===== config.mk =====
export PLATFORM = sky130hd
export DESIGN_NAME = noc_mm_tile_scheduler
export DESIGN_NICKNAME = d
export VERILOG_FILES = /design/src/rtl/noc_mm_tile_scheduler.sv
export SDC_FILE = /design/constraint.sdc
export NUM_CORES = 2
export LEC_CHECK = 0
export CAP_MARGIN = 30
export CORE_UTILIZATION = 23
export CTS_CLUSTER_SIZE = 24
export DETAILED_ROUTE_END_ITERATION = 8
export HOLD_SLACK_MARGIN = 0.15
export PLACE_DENSITY = 0.48
export SYNTH_ARGS = -nofsm -noshare
export SYNTH_HDL_FRONTEND = slang
export SYNTH_SLANG_ARGS = --single-unit

===== constraint.sdc =====
create_clock -name clk_pl -period 3.7 [get_ports clk_pl]
set_input_delay 0.37 -clock clk_pl [delete_from_list [all_inputs] [get_ports clk_pl]]
set_output_delay 0.37 -clock clk_pl [all_outputs]
set_load 0.01 [all_outputs]

===== src/rtl/noc_mm_tile_scheduler.sv =====
// Tile scheduler for D = A x B on the NoC systolic engine: walks N1xN2 output tiles row-major,
// issues one command per tile under an outstanding-credit limit. NOC_MM_SCHED_PERF_EN adds counters.
module noc_mm_tile_scheduler #(
  parameter int unsigned D_W          = 8,
  parameter int unsigned D_W_ACC      = 32,
  parameter int unsigned N1           = 2,
  parameter int unsigned N2           = 2,
  parameter int unsigned MATRIXSIZE_W = 24,
  parameter int unsigned MAX_OUT      = 2
) (
  input  logic                    clk_pl,
  input  logic                    rst_pl,
  input  logic                    start,
  input  logic [MATRIXSIZE_W-1:0] M1,
  input  logic [MATRIXSIZE_W-1:0] M2,
  input  logic [MATRIXSIZE_W-1:0] M3,
  input  logic [63:0]             addr_matrix_a,
  input  logic [63:0]             addr_matrix_b,
  input  logic [63:0]             addr_matrix_d,
  output logic                    busy,
  output logic                    done,
  output logic                    error,
  output logic                    cmd_valid,
  input  logic                    cmd_ready,
  output logic [63:0]             cmd_a_addr,
  output logic [63:0]             cmd_b_addr,
  output logic [63:0]             cmd_d_addr,
  output logic [MATRIXSIZE_W-1:0] cmd_rows,
  output logic [MATRIXSIZE_W-1:0] cmd_cols,
  output logic [MATRIXSIZE_W-1:0] cmd_k,
  output logic                    cmd_last,
  input  logic                    tile_done,
  input  logic                    tile_err
`ifdef NOC_MM_SCHED_PERF_EN
  ,
  output logic [31:0]             perf_cycles,
  output logic [31:0]             perf_stall
`endif
);

  typedef enum logic [2:0] {StIdle, StCheck, StIssue, StDrain, StFin} state_e;

  localparam logic [63:0] BColStep = 64'(N2 * D_W / 8);
  localparam logic [63:0] DColStep = 64'(N2 * D_W_ACC / 8);
  localparam logic [63:0] ARowUnit = 64'(N1 * D_W / 8);
  localparam logic [63:0] DRowUnit = 64'(N1 * D_W_ACC / 8);
  localparam logic [MATRIXSIZE_W-1:0] TileH = MATRIXSIZE_W'(N1);
  localparam logic [MATRIXSIZE_W-1:0] TileW = MATRIXSIZE_W'(N2);
  localparam logic [3:0] MaxOut = 4'(MAX_OUT);

  state_e state_q, state_d;
  logic [MATRIXSIZE_W-1:0] m1_q, m2_q, m3_q, rem_rows_q, rem_cols_q;
  logic [63:0] base_a_q, base_b_q, base_d_q;
  logic [63:0] a_addr_q, b_addr_q, d_addr_q, d_row_q, a_stride_q, d_stride_q;
  logic [3:0]  out_q, out_d;
  logic        error_q;

  logic last_row, last_col, hs, busy_st, cpl, spurious, cpl_ok, tile_fail, zero_dim;

  // rem_* hold the extent still uncovered from the current tile origin
  assign last_row  = rem_rows_q <= TileH;
  assign last_col  = rem_cols_q <= TileW;
  assign zero_dim  = (m1_q == '0) || (m2_q == '0) || (m3_q == '0);
  assign busy_st   = (state_q == StCheck) || (state_q == StIssue) || (state_q == StDrain);
  assign cmd_valid = (state_q == StIssue) && (out_q < MaxOut);
  assign hs        = cmd_valid && cmd_ready;
  assign cpl       = busy_st && tile_done;
  assign spurious  = cpl && (out_q == 4'd0);
  assign cpl_ok    = cpl && !spurious;
  assign tile_fail = cpl && tile_err;

  assign busy       = busy_st;
  assign done       = (state_q == StFin);
  assign error      = error_q;
  assign cmd_last   = (state_q == StIssue) && last_row && last_col;
  assign cmd_a_addr = a_addr_q;
  assign cmd_b_addr = b_addr_q;
  assign cmd_d_addr = d_addr_q;
  assign cmd_rows   = last_row ? rem_rows_q : TileH;
  assign cmd_cols   = last_col ? rem_cols_q : TileW;
  assign cmd_k      = m2_q;

  always_comb begin
    out_d = out_q;
    if (hs && !cpl_ok) out_d = out_q + 4'd1;
    else if (!hs && cpl_ok) out_d = out_q - 4'd1;
  end

  always_comb begin
    state_d = state_q;
    unique case (state_q)
      StIdle:  if (start) state_d = StCheck;
      StCheck: state_d = zero_dim ? StFin : StIssue;
      StIssue: if ((hs && cmd_last) || tile_fail) state_d = StDrain;
      StDrain: if (out_q == 4'd0) state_d = StFin;
      StFin:   state_d = StIdle;
      default: state_d = StIdle;
    endcase
  end

  always_ff @(posedge clk_pl) begin
    if (rst_pl) begin
      state_q    <= StIdle;
      out_q      <= '0;
      error_q    <= 1'b0;
      m1_q       <= '0;
      m2_q       <= '0;
      m3_q       <= '0;
      rem_rows_q <= '0;
      rem_cols_q <= '0;
      base_a_q   <= '0;
      base_b_q   <= '0;
      base_d_q   <= '0;
      a_addr_q   <= '0;
      b_addr_q   <= '0;
      d_addr_q   <= '0;
      d_row_q    <= '0;
      a_stride_q <= '0;
      d_stride_q <= '0;
    end else begin
      state_q <= state_d;
      out_q   <= out_d;
      if (state_q == StIdle && start) begin
        m1_q     <= M1;
        m2_q     <= M2;
        m3_q     <= M3;
        base_a_q <= addr_matrix_a;
        base_b_q <= addr_matrix_b;
        base_d_q <= addr_matrix_d;
        error_q  <= 1'b0;
        out_q    <= '0;
      end
      // Row strides are formed once here so the issue path only adds
      if (state_q == StCheck) begin
        if (zero_dim) error_q <= 1'b1;
        a_addr_q   <= base_a_q;
        b_addr_q   <= base_b_q;
        d_addr_q   <= base_d_q;
        d_row_q    <= base_d_q;
        rem_rows_q <= m1_q;
        rem_cols_q <= m3_q;
        a_stride_q <= 64'(m2_q) * ARowUnit;
        d_stride_q <= 64'(m3_q) * DRowUnit;
      end
      if (hs && !cmd_last) begin
        if (last_col) begin
          rem_cols_q <= m3_q;
          rem_rows_q <= rem_rows_q - TileH;
          a_addr_q   <= a_addr_q + a_stride_q;
          b_addr_q   <= base_b_q;
          d_row_q    <= d_row_q + d_stride_q;
          d_addr_q   <= d_row_q + d_stride_q;
        end else begin
          rem_cols_q <= rem_cols_q - TileW;
          b_addr_q   <= b_addr_q + BColStep;
          d_addr_q   <= d_addr_q + DColStep;
        end
      end
      if (spurious || tile_fail) error_q <= 1'b1;
    end
  end

`ifdef NOC_MM_SCHED_PERF_EN
  logic [31:0] perf_cycles_q, perf_stall_q;
  logic        stall;

  assign stall       = (state_q == StIssue) && ((cmd_valid && !cmd_ready) || (out_q == MaxOut));
  assign perf_cycles = perf_cycles_q;
  assign perf_stall  = perf_stall_q;

  always_ff @(posedge clk_pl) begin
    if (rst_pl) begin
      perf_cycles_q <= '0;
      perf_stall_q  <= '0;
    end else if (state_q == StIdle && start) begin
      perf_cycles_q <= '0;
      perf_stall_q  <= '0;
    end else begin
      if (busy_st && perf_cycles_q != 32'hFFFF_FFFF) perf_cycles_q <= perf_cycles_q + 32'd1;
      if (stall && perf_stall_q != 32'hFFFF_FFFF) perf_stall_q <= perf_stall_q + 32'd1;
    end
  end
`endif

endmodule


==> metrics.md <==
| Metric | Value |
|---|---|
| Max Clk Rate | 0.276 GHz |
| CTS root buffer | clkbuf_16 |
| Worst setup SP type | flip-flop |
| Largest family of logic cells by synthesized area | simple AND/OR/NAND/NOR gates |
| R2R cell count | 10 |
| Initial drt markers | 2658 |
| Total wire length | 148000 um |
| Clock buffer depth | 3 |
| Setup crit end kind | primary output |
| PD cells | 709 mW/mm^2 |
| CP arrival | 3.25 ns |
| Xor-xnor portion of the synthesized cell area | 3.20% |
| Met1 Use GR | 27.0% |
| Library cells used by synthesis | 80 |
| Gpl congestion | 0.914 |
| Final worst slack | 0.0798 ns |
| First-pass GRT wire length | 215000 um |
| Cells along the critical path | or3_4 > or3_4 > nor4_4 > buf_6 > and2_1 > clkdlybuf4s50_1 |
| DP HPWL | 108000 um |
| Largest net degree at the start of global routing | 178 |
| Lkg Pwr | 14.8 nW |
| Max-slew violations | 0 |
| Number of synthesized register bits | 624 |
| Layout cells sized above 1 | 6.31% |
| Initial Util | 23.2% |
| Mux share of post-synthesis cell area | 0.879% |
| Core box area | 0.139 sq mm |
| Synth Instances | 4375 |
| Chip width | 377 um |
| Final Power | 30.0 mW |
| Antenna-violating nets left | 0 |
| Clock slew at reported path FFs | 0.06 ns |
| Buf+Inv Stages, Crit Path | 2 |
| DRC | 0 |
| RSZ-0062 raised after global routing | no |
| Die area | 0.142 sq mm |
| Worst-margin pin slew | 1.01 ns |
| Num ports | 539 |
| DP Area | 0.0395 sq mm |
| Ys flop type | dfxtp_1 |
| Worst Hold Path EP | cmd_k[6] |
| Origin of the worst setup path | rem_cols_q[19] |
| DP Worst Slack | 0.300 ns |
| WS Path Type | flip-flop to primary output |
| Area Overhead vs Synth | 30.7% |
| Via density | 5.04 |
| Nets@finish | 5100 |
| Worst-path maximum fanout | 6 |
| DRT Pass-1 Iters | 5 |
| Worst hold path depth | 3 |
| TritonCTS buffer count | 81 |
| Final period util | 97.8% |
| Fin util | 30.3% |
| Reg-to-Reg End | d_row_q[42] |
| Final setup fails | 0 |
| Synth Area in Adders | 2.32% |
| Synth warn | 0 |
| Final hold vios | 0 |
| Worst EP required | 3.33 ns |
| Initial antenna violation count | 8 |
| R2R setup slack | 0.22 ns |
| Tot GR Track Use | 20.1% |
| CTS tree | done |
| Setup Buffers After CTS | 0 |
| GR Layer Usage met2 | 31.3% |
| GRT busiest layer | met2 |
| Slew HR | 32.6% |
| MaxCap Viol Count | 0 |
| RR Startpoint | d_stride_q[5] |
| Simple-Gate Fraction of Synth Area | 26.2% |
| Clock Skews | 0.0386 ns |
| Clock Latency Late Sink | 0.70 ns |
| Seq/Total Area, Yosys | 38.7% |
| Synth Area in Compound Gates | 23.4% |
| WL/cell | 22.0 um |
| Mapped cell area | 0.0323 sq mm |
| Status | finished, final reports clean |
| H-tree depth | 3 |
| Crit path max-delay family | simple AND/OR/NAND/NOR gates |
| Clock sinks | 624 |
| Global route total overflow | 0 |
| Worst hold path class | input port to flip-flop |
| Synth async-reset ratio | 0% |
| Max incr delay on CP | 0.62 ns |
| Die height | 377 um |
| Filler cells | 15100 |
| Via count | 33900 |
| Avg Inst Size Synth | 7.39 sq um |
| Row cnt | 137 |
| Total negative setup slack | 0 ns |
| Peak VDD IR | 523 uV |
| Global Route met3 Usage | 4.75% |
| Slowest cell on crit path | clkdlybuf4s50_1 |
| Hold_sp | M2[6] |
| EDFF count, synth | 0 |
| Final instance area | 0.0422 sq mm |
| Vias in the first global route | 31600 |
| Port Buffers | 494 |
| Min cycle time layout | 3.62 ns |
| CP most frequent cell | or3_4 |
[worst max-delay path by stage]
stage / slack [ns] / endpoint / depth (start not counted)
after floorplan: 0.69 / cmd_a_addr[27] / 12
after global placement: 0.38 / d_row_q[48] / 10
after detailed placement: 0.30 / d_row_q[42] / 10
after CTS: 0.03 / cmd_cols[0] / 6
after global routing: 0.02 / cmd_cols[0] / 6
final: 0.08 / cmd_cols[0] / 6
[per-stage QoR]
stage                     cells  hold slack [ns]
after floorplan            4418            0.432
after global placement     6562            0.442
after detailed placement   6563            0.444
after CTS                  6709            0.154
after global routing       6711            0.205
final                      6712            0.221
[routing by layer]
metal,part of all wire (%),routed length (um)
met4,3.0,4470
met1,45,66500
met3,7.5,11100
met5,0.018,27
met2,44,65500
[power breakdown]
| group | leakage [nW] | total (mW) | switching [mW] | internal (mW) |
|---|---|---|---|---|
| clock network | 1.28 | 8.00 | 3.36 | 4.64 |
| logic | 8.48 | 12.5 | 8.22 | 4.30 |
| registers | 5.08 | 9.43 | 1.43 | 8.00 |
[cell usage after synthesis (all sizes together) (53+ instances only)]
| master | instances | area share (%) |
|---|---|---|
| nand2 | 1069 | 12 |
| nor2 | 239 | 2.8 |
| a31oi | 75 | 1.5 |
| nor4 | 68 | 1.4 |
| buf | 86 | 1.6 |
| o21ai | 226 | 3.5 |
| nor3 | 95 | 1.5 |
| dfxtp | 624 | 39 |
| a211oi | 53 | 1.4 |
| a21oi | 581 | 9.0 |
| xnor2 | 80 | 2.2 |
| ha | 55 | 2.1 |
| clkbuf | 259 | 3.0 |
| inv | 57 | 0.66 |
| and3 | 70 | 1.4 |
| nand3 | 126 | 2.0 |
[layout by cell type (no fill, tap or decap), types with 28 or more instances in the layout]
| cell | Yosys | final |
|---|---|---|
| o21ai_0 | 221 | 221 |
| nor4_1 | 66 | 65 |
| clkbuf_16 | 0 | 82 |
| clkdlybuf4s50_1 | 0 | 492 |
| buf_4 | 44 | 96 |
| conb_1 | 1 | 44 |
| nand4_1 | 51 | 51 |
| dfxtp_1 | 624 | 624 |
| nand2_1 | 1068 | 1066 |
| nor2_1 | 239 | 234 |
| xor2_1 | 38 | 38 |
| inv_1 | 56 | 55 |
| a31oi_1 | 75 | 74 |
| o211ai_1 | 29 | 29 |
| and2_1 | 31 | 30 |
| nand3_1 | 126 | 123 |
| and4_1 | 28 | 28 |
| ha_1 | 55 | 55 |
| a211oi_1 | 44 | 44 |
| xnor2_1 | 80 | 80 |
| a21o_1 | 39 | 39 |
| nor3_1 | 95 | 94 |
| a21oi_1 | 581 | 581 |
| and3_1 | 70 | 68 |
| a22oi_1 | 48 | 48 |
[sequential cells by signal (all words and copies together), names as in the netlist, 64 cells and up]
name / cells
cmd_d_addr: 64
cmd_a_addr: 64
d_row_q: 64
base_d_q: 64
base_a_q: 64
cmd_b_addr: 64
base_b_q: 64
[logic make-up after synthesis]
| group | after synthesis |
|---|---|
| compound gates | 1255 |
| mux | 28 |
| buf+inv | 402 |
| flops | 624 |
| fa+ha+maj | 58 |
| xor+xnor | 118 |
| other cells | 1 |
| simple gates | 1889 |
[final cells by class]
cell class / instances / area (sq um) / share of cell area, %
diodes: 3 / 7.51 / 0.0178
clock buffers: 111 / 2260 / 5.35
clock inverters: 33 / 368 / 0.871
inverters: 57 / 214 / 0.507
multi-input cells: 3392 / 18400 / 43.5
flip-flops and latches: 624 / 12500 / 29.6
well taps: 1876 / 2350 / 5.56
repair buffers: 616 / 6160 / 14.6
[repair_timing]
action,4_1_cts,5_1_grt
hold endpoints to repair,30,0
resized for setup,3,3
pin swaps,0,1
hold buffers,2,0
endpoints found under the setup margin,2,2
[tightest hold or removal path: cells and delay by family]
kind	cells	cell delay, ns
AO/OA/AOI/OAI	1	0.05
buffers and inverters	1	0.40
AND/OR/NAND/NOR	1	0.06
No activity file was read; power rests on OpenSTA's default activity.
